**src/rtl/mux_rr_arbiter.sv**
```systemverilog
// Round-robin arbiter sharing one 3-bit output channel among four requesters.
// Grant tenure is capped at HOLD_MAX cycles; all outputs are registered.
module mux_rr_arbiter #(
  parameter int HOLD_MAX = 4
) (
  input  logic       clk,
  input  logic       rst,
  input  logic [3:0] req,
  input  logic [2:0] w0,
  input  logic [2:0] w1,
  input  logic [2:0] w2,
  input  logic [2:0] w3,
  output logic [2:0] f,
  output logic       valid,
  output logic [3:0] gnt,
  output logic [1:0] sel,
  output logic       busy
);

  localparam int CW = $clog2(HOLD_MAX + 1);

  typedef enum logic {IDLE, GRANT} state_e;

  state_e        state_q, state_d;
  logic [1:0]    ptr_q, ptr_d;
  logic [CW-1:0] cnt_q, cnt_d;
  logic [3:0]    gnt_q, gnt_d;
  logic [1:0]    sel_q, sel_d;
  logic [2:0]    f_q, f_d;
  logic          valid_q, valid_d;

  logic       pickFound;
  logic [1:0] pickIdx;
  logic [1:0] cand;
  logic       keepGrant;

  function automatic logic [2:0] wordOf(input logic [1:0] idx, input logic [2:0] a,
                                        input logic [2:0] b, input logic [2:0] c,
                                        input logic [2:0] d);
    case (idx)
      2'd0:    return a;
      2'd1:    return b;
      2'd2:    return c;
      default: return d;
    endcase
  endfunction

  // Scan ptr+1 .. ptr+4 so the last grantee has the lowest priority.
  always_comb begin
    pickFound = 1'b0;
    pickIdx   = ptr_q;
    cand      = ptr_q;
    for (int i = 1; i <= 4; i++) begin
      cand = ptr_q + 2'(i);
      if (!pickFound && req[cand]) begin
        pickFound = 1'b1;
        pickIdx   = cand;
      end
    end
  end

  always_comb begin
    state_d   = state_q;
    ptr_d     = ptr_q;
    cnt_d     = cnt_q;
    gnt_d     = gnt_q;
    sel_d     = sel_q;
    f_d       = f_q;
    valid_d   = 1'b0;
    keepGrant = (state_q == GRANT) && req[sel_q] && (cnt_q < CW'(HOLD_MAX));

    if (keepGrant) begin
      f_d     = wordOf(sel_q, w0, w1, w2, w3);
      valid_d = 1'b1;
      cnt_d   = cnt_q + CW'(1);
    end else if (pickFound) begin
      // Arbitration point: from IDLE, on release, or on hold expiry.
      state_d = GRANT;
      gnt_d   = 4'b0001 << pickIdx;
      sel_d   = pickIdx;
      f_d     = wordOf(pickIdx, w0, w1, w2, w3);
      valid_d = 1'b1;
      cnt_d   = CW'(1);
      ptr_d   = pickIdx;
    end else begin
      state_d = IDLE;
      gnt_d   = 4'b0000;
      cnt_d   = '0;
    end
  end

  always_ff @(posedge clk) begin
    if (rst) begin
      state_q <= IDLE;
      ptr_q   <= 2'd3;
      cnt_q   <= '0;
      gnt_q   <= 4'b0000;
      sel_q   <= 2'd0;
      f_q     <= 3'b000;
      valid_q <= 1'b0;
    end else begin
      state_q <= state_d;
      ptr_q   <= ptr_d;
      cnt_q   <= cnt_d;
      gnt_q   <= gnt_d;
      sel_q   <= sel_d;
      f_q     <= f_d;
      valid_q <= valid_d;
    end
  end

  assign f     = f_q;
  assign valid = valid_q;
  assign gnt   = gnt_q;
  assign sel   = sel_q;
  assign busy  = |gnt_q;

endmodule

```
**config.mk**
```make
export PLATFORM = sky130hd
export DESIGN_NAME = mux_rr_arbiter
export DESIGN_NICKNAME = d
export VERILOG_FILES = /design/src/rtl/mux_rr_arbiter.sv
export SDC_FILE = /design/constraint.sdc
export NUM_CORES = 1
export LEC_CHECK = 0
export CORE_MARGIN = 4
export CORE_UTILIZATION = 48
export CTS_CLUSTER_DIAMETER = 30
export DETAILED_ROUTE_END_ITERATION = 12
export MAX_ROUTING_LAYER = met4
export PLACE_DENSITY = 0.83
export SLEW_MARGIN = 20
export SYNTH_ARGS = -nofsm -noshare
export SYNTH_HDL_FRONTEND = slang
export SYNTH_SLANG_ARGS = --single-unit
```
**constraint.sdc**
```tcl
create_clock -name clk -period 5.75 [get_ports clk]
set_clock_uncertainty 0.2 [all_clocks]
set_input_delay 1.15 -clock clk [delete_from_list [all_inputs] [get_ports clk]]
set_output_delay 1.15 -clock clk [all_outputs]
set_load 0.005 [all_outputs]
```
# Word-level counts from Yosys, hierarchy flattened
# Index checks and enable logic that the tools add are counted.
# classes
order_cmp,6
muxes,27
shifts,1
add_sub_neg,4
n_bitwise,1
reduce_logical,13
eq_ne,4
# op_table
op,count
$pmux 3 s3,2
$lt 2x3->1 const B,5
$mux 1,12
$bmux 1 s2,5
$mux 3,3
$mux 2,4
$logic_and 1x1->1,5
$add 2x2->2 const B,2
$eq 2x1->1 const B,2
$eq 2x2->1 const B,2
$logic_not 2->1,2
$mux 4,1
$reduce_or 4->1,1
$shl 1x2->4 const A,1
$add 3x1->3 const B,1
$logic_not 1->1,3
$lt 3x3->1 const B,1
$add 2x1->2 const B,1
$reduce_and 2->1,1
$reduce_bool 2->1,1
$not 1->1,1
# word_totals
in_bits,18
output_inout_bits,11
wordCells,63
reg_bits,16

# Logic depth before layout (Yosys ltp)
# Gate-level depths: netlist of the first run.
# logic_depth
ltp_word,17
depth_mapped,7
mapped_depth_nobuf,5

# Worst setup path after synthesis of the first run
# OpenSTA, ideal clock, no wires.
# synth_timing
path_kind,input port to flip-flop
from,input req[2]
to,register f_q[1] (netlist: f[1])
arrival_time_ps,2333
path_buffers,0
setup_ps,136
stages,5
required_time_ps,5414
setup_slack_ps,3081
path_cell_list,nor4_1 -> a21o_1 -> nor2_1 -> o221ai_1 -> o32ai_1
# synth_via
elab_chain_len,16
word_cells_on_any_way,33
classes_between,eq/ne: 2; mux: 21; reduce/logical: 10
# synth_rtl
element,line_no,text
from (decl),8,"input logic [3:0] req,"
$bmux 1 s2,55,if (!pickFound && req[cand]) begin
$mux 1 (not written as such),55,
$mux 1,55,
$logic_not 1->1,55,
$logic_and 1x1->1,55,
$mux 1,55,
$logic_not 1->1,55,
$logic_and 1x1->1,55,
$mux 1,55,
$logic_not 1->1,55,
$logic_and 1x1->1,55,
$mux 2,55,
"$eq 2x2->1, or another cell as far along",40,case (idx)
$pmux 3 s3,40,
$mux 3,76,end else if (pickFound) begin
$mux 3,72,if (keepGrant) begin
to (signal assigned),99,f_q <= 3'b000;
to (signal assigned),107,f_q <= f_d;
to (decl),29,"logic [2:0] f_q, f_d;"
# Several ways; a longest one is shown, not always the timed one. The select of a mux whose other input is x is not followed.
# A chain may end at the register's enable or synchronous reset.

# Final worst setup path of the first run
# layout_timing
from,input req[1]
to,register f_q[2] (netlist: f[2])
# Same word-level chain as after synthesis.

==> summary.md, run 1 <==
| Metric | Value |
|---|---|
| Run status | `complete, no violations` |
| Netlist cell types | `36` |
| Number of synthesized register bits | `16` |
| Synth Cell Area | `885 um2` |
| Register-to-register path setup slack | `3520 ps` |
| Std-Cell Rows | `15` |
| Post-Syn Nets | `117` |
| Total global-route track usage | `20.7%` |
| Count of H-tree levels built during CTS | `1` |
| I/O pin count | `29` |
| Most numerous cell in the Yosys netlist | `sky130_fd_sc_hd__dfxtp_1` |
| Clock-pin slew of the registers on the worst-case setup and hold paths | `100 ps` |
| Crit. End Element | `flop` |
| Leading cell types by count after synthesis | `sky130_fd_sc_hd__dfxtp_1, sky130_fd_sc_hd__nor2_1, sky130_fd_sc_hd__nor3_1, sky130_fd_sc_hd__a21oi_1, sky130_fd_sc_hd__nand2_1` |
| Gates resized, CTS repair | `0` |
| Wire length of the first global-routing pass | `3.97 mm` |
| Drt pass-1 iters | `4` |
| Final layout net count | `147` |
| Number of enable-type register cells in the synthesized netlist | `0` |
| Largest net degree at the start of global routing | `15` |
| Die area | `2590 um2` |
| Part of the total power dissipated in sequential elements | `42.8%` |
| Total internal power | `0.000227 W` |
| Total gr overflow | `0` |
| Detailed-route wire length per cell | `15.5 um` |
| Starting density of the core | `50.7%` |
| Setup violation total in the final timing report | `0` |
| Number of endpoints with negative hold slack in the final report | `0` |
| Clock tree from TritonCTS | `built` |
| Insertion delay to the later sink of the worst-skew pair | `290 ps` |
| Maxcap violations | `0` |
| Most used flip-flop cell after synthesis | `sky130_fd_sc_hd__dfxtp_1` |
| Width of the chip | `50.9 um` |
| Clock tree buffer depth | `2` |
| Post-route setup TNS | `0 ps` |
| Number of global-route vias before repair | `913` |
| Total leakage power | `0.462 nW` |
| Share of the core filled with cells | `69.7%` |
| Final max-slew violation count | `0` |
| Post-CTS setup-driven buffer insertion count | `0` |
| Crit path kind | `primary input to flop` |
| Number of diodes added for antenna fixing | `0` |
| Layout overhead on the synthesized area | `37.5%` |
| Inserted Clock Buffers | `3` |
| Category of the worst setup path launch point | `primary input` |
| Worst Hold Endpoint | `cnt_q[0]` |
| Async SR Flop Fraction | `0%` |
| Routed wire length | `2.36 mm` |
| Instance count of the mapped netlist | `98` |
| Max Clk Rate | `321 MHz` |
| RSZ-0062 raised after global routing | `no` |
| Antenna violations before repair | `0` |
| Average vias per placed instance | `6.12` |
| Violation count after the first detailed-route iteration | `14` |
| Mean instance size in the synthesized netlist | `9.03 um2` |
| Die extent in y | `50.9 um` |
| Most area-hungry cell type in the Yosys netlist | `sky130_fd_sc_hd__dfxtp_1` |
| Critical-path top delay cell | `sky130_fd_sc_hd__a31oi_1` |
| Detailed-placement wirelength estimate | `1.75 mm` |
| Final period util | `54.2%` |
| Worst min-delay path category | `flop to flop` |
| Actual transition at the worst max-transition pin | `850 ps` |
| Number of fill cells in the layout | `145` |
| Delay contributed by the slowest stage of the critical path | `710 ps` |
| Share of final-layout standard cells stronger than drive strength 1 | `8.66%` |
| Combinational share of power | `34.2%` |
| Worst-case vdd ir drop | `0.000142 V` |
| Worst min-delay path startpoint | `cnt_q[0]` |
| Net switching power of the design | `0.0000993 W` |
| Post-synthesis sequential area ratio | `36.2%` |
| Cell at the root of the clock tree | `sky130_fd_sc_hd__clkbuf_4` |
| CP required | `5760 ps` |
| Vias post-DR | `930` |
| Logic depth of the worst register-to-register path | `4` |
| FF-to-FF Start | `sel[0]` |
| Number of clock sinks | `16` |
| Remaining number of nets flagged by the antenna check after routing | `0` |
| Hold path cells | `1` |
| Routability Congestion | `0.834` |
| Rel. slew slack | `43.1%` |
| Crit path cell chain | `clkdlybuf4s50_1 > or2_2 > a31oi_1 > nor3_1 > o32ai_1` |
| Areal power density over the cells | `268 nW/um2` |
| Yosys warning total | `0` |
| Min cycle time layout | `3120 ps` |
| Net Sw Frac | `30.4%` |
| Synth top area cells | `sky130_fd_sc_hd__dfxtp_1, sky130_fd_sc_hd__mux4_2, sky130_fd_sc_hd__nor3_1, sky130_fd_sc_hd__nor2_1, sky130_fd_sc_hd__a21oi_1` |
| Number of port buffers | `28` |
| Number of buffers inserted for hold repair after clock tree synthesis | `0` |
| Data arrival time of the critical path | `3120 ps` |
| Remaining routing DRC violations | `0` |
| Clk pwr share | `23.0%` |
| Endpoint of the most critical register-to-register path | `gnt[1]` |
| Hold WS | `265 ps` |
| CORE AREA | `1750 um2` |
| Area share of the largest cell type after synthesis | `36.2%` |
| Maximum net fanout on the critical path | `9` |
-- power by group through the flow --
stage | clock, W | combinational (W) | sequential [W]
floorplan | 0 | 0.0000656 | 0.000136
global placement | 0 | 0.000108 | 0.000142
detailed placement | 0 | 0.000111 | 0.000142
CTS | 0.0000753 | 0.000112 | 0.000139
global route | 0.0000806 | 0.000121 | 0.000142
finish | 0.0000751 | 0.000112 | 0.000139
-- critical path: cells and delay by family --
| family | cells | cell delay (ps) |
|---|---|---|
| AOI/OAI and AO/OA | 2 | 1000 |
| buffers and inverters | 1 | 500 |
| and+or+nand+nor | 2 | 480 |
-- layer usage --
layer	track usage [%]	up-vias	wire length, um
met2	32.8	45	1130
li1	-	435	-
met1	23.7	444	1010
met4	9.42	0	42
met3	7.00	6	181
met5	-	-	0
-- metrics by stage --
| stage | setup WS [ps] | area, um2 | power, W | cells |
|---|---|---|---|---|
| floorplan | 3080 | 885 | 0.000202 | 98 |
| global placement | 2470 | 1180 | 0.000250 | 148 |
| detailed placement | 2360 | 1180 | 0.000253 | 148 |
| CTS | 2660 | 1220 | 0.000326 | 152 |
| global route | 2470 | 1220 | 0.000344 | 152 |
| finish | 2630 | 1220 | 0.000326 | 152 |
-- cell usage in the layout (no fill, tap or decap), drive strengths merged, types with 2 or more instances in the layout --
master / netlist / final
clkdlybuf4s50: 0 / 28
dfxtp: 16 / 16
nor2: 10 / 10
nor3: 8 / 8
a21oi: 7 / 7
nand2: 6 / 6
nand2b: 5 / 5
mux4: 4 / 4
clkbuf: 2 / 4
or4: 3 / 3
a22oi: 3 / 3
nor2b: 2 / 2
or2: 2 / 2
o21ai: 2 / 2
a2bb2oi: 2 / 2
or3: 2 / 2
inv: 2 / 2
o221ai: 2 / 2
o32ai: 2 / 2
and3: 2 / 2
a21boi: 2 / 2
-- how the worst max path moves through the flow --
| stage | startpoint | to | slack (ps) | cells past startpoint |
|---|---|---|---|---|
| 4_1_cts | req[1] | f[2] | 2660 | 5 |
| 3_3_place_gp | req[0] | f[2] | 2470 | 5 |
| 3_5_place_dp | req[1] | f[2] | 2360 | 5 |
| 2_1_floorplan | req[2] | f[1] | 3080 | 5 |
| 6_report | req[1] | f[2] | 2630 | 5 |
| 5_1_grt | req[1] | f[2] | 2470 | 5 |
-- flip-flops by register name, indices dropped and copies added (netlist names) --
| register | cells |
|---|---|
| cnt_q | 3 |
| state_q | 1 |
| gnt | 4 |
| valid | 1 |
| sel | 2 |
| f | 3 |
| ptr_q | 2 |
-- layout make-up --
cell class / instances / area (um2) / share of cell area (%)
inverters: 2 / 7.51 / 0.617
clock buffers: 4 / 36.3 / 2.98
repair buffers: 29 / 288 / 23.7
well taps: 25 / 31.3 / 2.57
flip-flops and latches: 16 / 320 / 26.3
multi-input cells: 76 / 533 / 43.8
-- cell families after synthesis --
logic type	count (synthesis)	share of synthesized area (%)
flip-flops	16	36.2
adder cells (fa/ha/maj)	1	1.41
buffers and inverters	6	3.54
AND/OR/NAND/NOR	43	25.7
AO/OA/AOI/OAI	27	21.4
multiplexers	5	11.7
Power figures use the tool's default switching activity.
==> run 2, diff against run 1 <==
Settings changed: CORE_UTILIZATION 48 to 44, PLACE_DENSITY 0.83 to 0.77.
Clock period 5.75 ns to 3 ns, I/O delays scaled along.
==> summary.md, run 2 (synthesized netlist as in run 1, its figures left out) <==
| Metric | Value |
|---|---|
| Std-Cell Rows | `15 (unchanged)` |
| Min cycle time layout | `2480 ps` |
| Total leakage power | `0.472 nW (+2.2%)` |
| Combinational share of power | `35.9% (+1.7 points)` |
| Detailed-route wire length per cell | `15.9 um (+2.5%)` |
| Inserted Clock Buffers | `3 (unchanged)` |
| Routed wire length | `2.45 mm (+3.9%)` |
| Maximum net fanout on the critical path | `13 (+4)` |
| Most common cell after layout, fill and taps aside | `sky130_fd_sc_hd__clkdlybuf4s50_1` |
| I/O pin count | `29 (unchanged)` |
| Register-to-register path setup slack | `870 ps (-2650 ps)` |
| Number of port buffers | `28 (unchanged)` |
| Worst-case vdd ir drop | `0.000372 V (+160%)` |
| Final period util | `82.7%` |
| Share of the core filled with cells | `67.6% (-2.0 points)` |
| Routed metal-1 wirelength | `1.08 mm (+7.2%)` |
| Run status | `complete, no violations` |
| Hold WS | `283 ps (+18.2 ps)` |
| Sequential cell area | `320 um2 (unchanged)` |
| Width of the chip | `52.8 um (+3.8%)` |
| Largest net degree at the start of global routing | `15 (unchanged)` |
| Die extent in y | `52.8 um (+3.8%)` |
| Total global-route track usage | `21.1% (+0.38 points)` |
| Area used by multi-input combinational logic | `533 um2 (unchanged)` |
| Antenna violations before repair | `0 (unchanged)` |
| Max layer used | `met4` |
| Total gr overflow | `0 (unchanged)` |
| Count of H-tree levels built during CTS | `1 (unchanged)` |
| Remaining number of nets flagged by the antenna check after routing | `0 (unchanged)` |
| Number of clock sinks | `16 (unchanged)` |
| Actual transition at the worst max-transition pin | `651 ps (-199 ps)` |
| Max Clk Rate | `403 MHz` |
| Number of flip-flops in the largest register | `4 (unchanged)` |
| Maxcap violations | `0 (unchanged)` |
| Category of the worst setup path launch point | `primary input` |
| Net Sw Frac | `30.2% (-0.22 points)` |
| Number of diodes added for antenna fixing | `0 (unchanged)` |
| Detailed-placement wirelength estimate | `1.87 mm (+6.6%)` |
| Vias post-DR | `917 (-1.4%)` |
| Clock tree buffer depth | `2 (unchanged)` |
| Number of endpoints with negative hold slack in the final report | `0 (unchanged)` |
| Worst min-delay path category | `flop to flop` |
| Remaining routing DRC violations | `0 (unchanged)` |
| Die area | `2790 um2 (+7.6%)` |
| Total length of routed met2 wires | `1.17 mm (+3.6%)` |
| Total internal power | `0.000441 W (+95%)` |
| Areal power density over the cells | `514 nW/um2 (+92%)` |
| Layout overhead on the synthesized area | `39.2%` |
| Crit. End Element | `flop` |
| Number of fill cells in the layout | `170 (+17%)` |
| Post-CTS setup-driven buffer insertion count | `0 (unchanged)` |
| Total Power | `0.000632 W (+94%)` |
| Clk pwr share | `22.5% (-0.5 points)` |
| Leading cell types in the layout, fill and taps excluded | `sky130_fd_sc_hd__clkdlybuf4s50_1, sky130_fd_sc_hd__dfxtp_1, sky130_fd_sc_hd__nor2_1, sky130_fd_sc_hd__nor3_1, sky130_fd_sc_hd__a21oi_1` |
| Number of buffers inserted for hold repair after clock tree synthesis | `0 (unchanged)` |
| Gates resized, CTS repair | `0 (unchanged)` |
| Final layout net count | `149 (+1.4%)` |
| CORE AREA | `1820 um2 (+4.3%)` |
| Wire length of the first global-routing pass | `4.17 mm (+5.0%)` |
| Drt pass-1 iters | `4 (unchanged)` |
| Violation count after the first detailed-route iteration | `29 (+15)` |
| Clock tree from TritonCTS | `built` |
| Clock-pin slew of the registers on the worst-case setup and hold paths | `90 ps (about the same)` |
| Post-route setup TNS | `0 ps (unchanged)` |
| Routability Congestion | `0.795 (-4.7%)` |
| Setup violation total in the final timing report | `0 (unchanged)` |
| Insertion delay to the later sink of the worst-skew pair | `290 ps (about the same)` |
| Starting density of the core | `48.6% (-2.1 points)` |
| Routed met3 length | `182 um (+0.55%)` |
| Average vias per placed instance | `5.95 (-2.7%)` |
| Crit path kind | `primary input to flop` |
| Part of the total power dissipated in sequential elements | `41.6% (-1.2 points)` |
| Net switching power of the design | `0.000191 W (+93%)` |
| Final max-slew violation count | `0 (unchanged)` |
| Data arrival time of the critical path | `2490 ps (-630 ps)` |
| RSZ-0062 raised after global routing | `no` |
| Number of global-route vias before repair | `904 (-0.99%)` |
| Rel. slew slack | `56.2% (+13 points)` |
| Share of final-layout standard cells stronger than drive strength 1 | `10.1% (+1.4 points)` |
| Cell at the root of the clock tree | `sky130_fd_sc_hd__clkbuf_4` |
| CP required | `3010 ps (-2750 ps)` |
-- run 2: changes by cell type in the layout (fill, tap and decap cells not counted) --
cell                    change
sky130_fd_sc_hd__buf_4      +2
-- run 2: metal layers --
metal | track usage, % | vias to the layer above
li1 | - | 444
met1 | 26.3 | 431
met2 | 34.1 | 40
met3 | 4.56 | 2
met4 | 6.38 | 0
met5 | - | -
-- run 2: metrics by stage --
step	setup slack, ps	instance area [um2]	std cells
after floorplan	881	885	98
after global placement	295	1190	150
after detailed placement	216	1190	150
after CTS	523	1230	154
after global routing	434	1230	154
final	520	1230	154
-- run 2: layout make-up --
| cell class | instances | share of cell area (%) |
|---|---|---|
| inverter | 2 | 0.610 |
| timing repair buffer | 31 | 24.6 |
| tap | 25 | 2.54 |
| multi-input combinational | 76 | 43.3 |
| sequential | 16 | 26.0 |
| clock buffer | 4 | 2.95 |
-- run 2: power by group through the flow --
stage | registers (W) | clock network (W) | logic [W]
floorplan | 0.000261 | 0 | 0.000126
global placement | 0.000266 | 0 | 0.000222
detailed placement | 0.000268 | 0 | 0.000227
CTS | 0.000263 | 0.000145 | 0.000228
global route | 0.000267 | 0.000159 | 0.000250
finish | 0.000263 | 0.000142 | 0.000227
-- run 2: worst paths after layout --
kind	start	end	depth (start not counted)
hold / removal	gnt[0]	gnt[0]	2
hold reg to reg	gnt[0]	gnt[0]	2
setup / recovery	req[3]	gnt[1]	5
setup reg to reg	sel[0]	gnt[1]	5
-- run 2: critical path: stages --
cell and delay [ps]:
sky130_fd_sc_hd__clkdlybuf4s50_1 500, sky130_fd_sc_hd__mux4_2 510, sky130_fd_sc_hd__and2_4 220, sky130_fd_sc_hd__or4_1 500
sky130_fd_sc_hd__a21oi_1 160
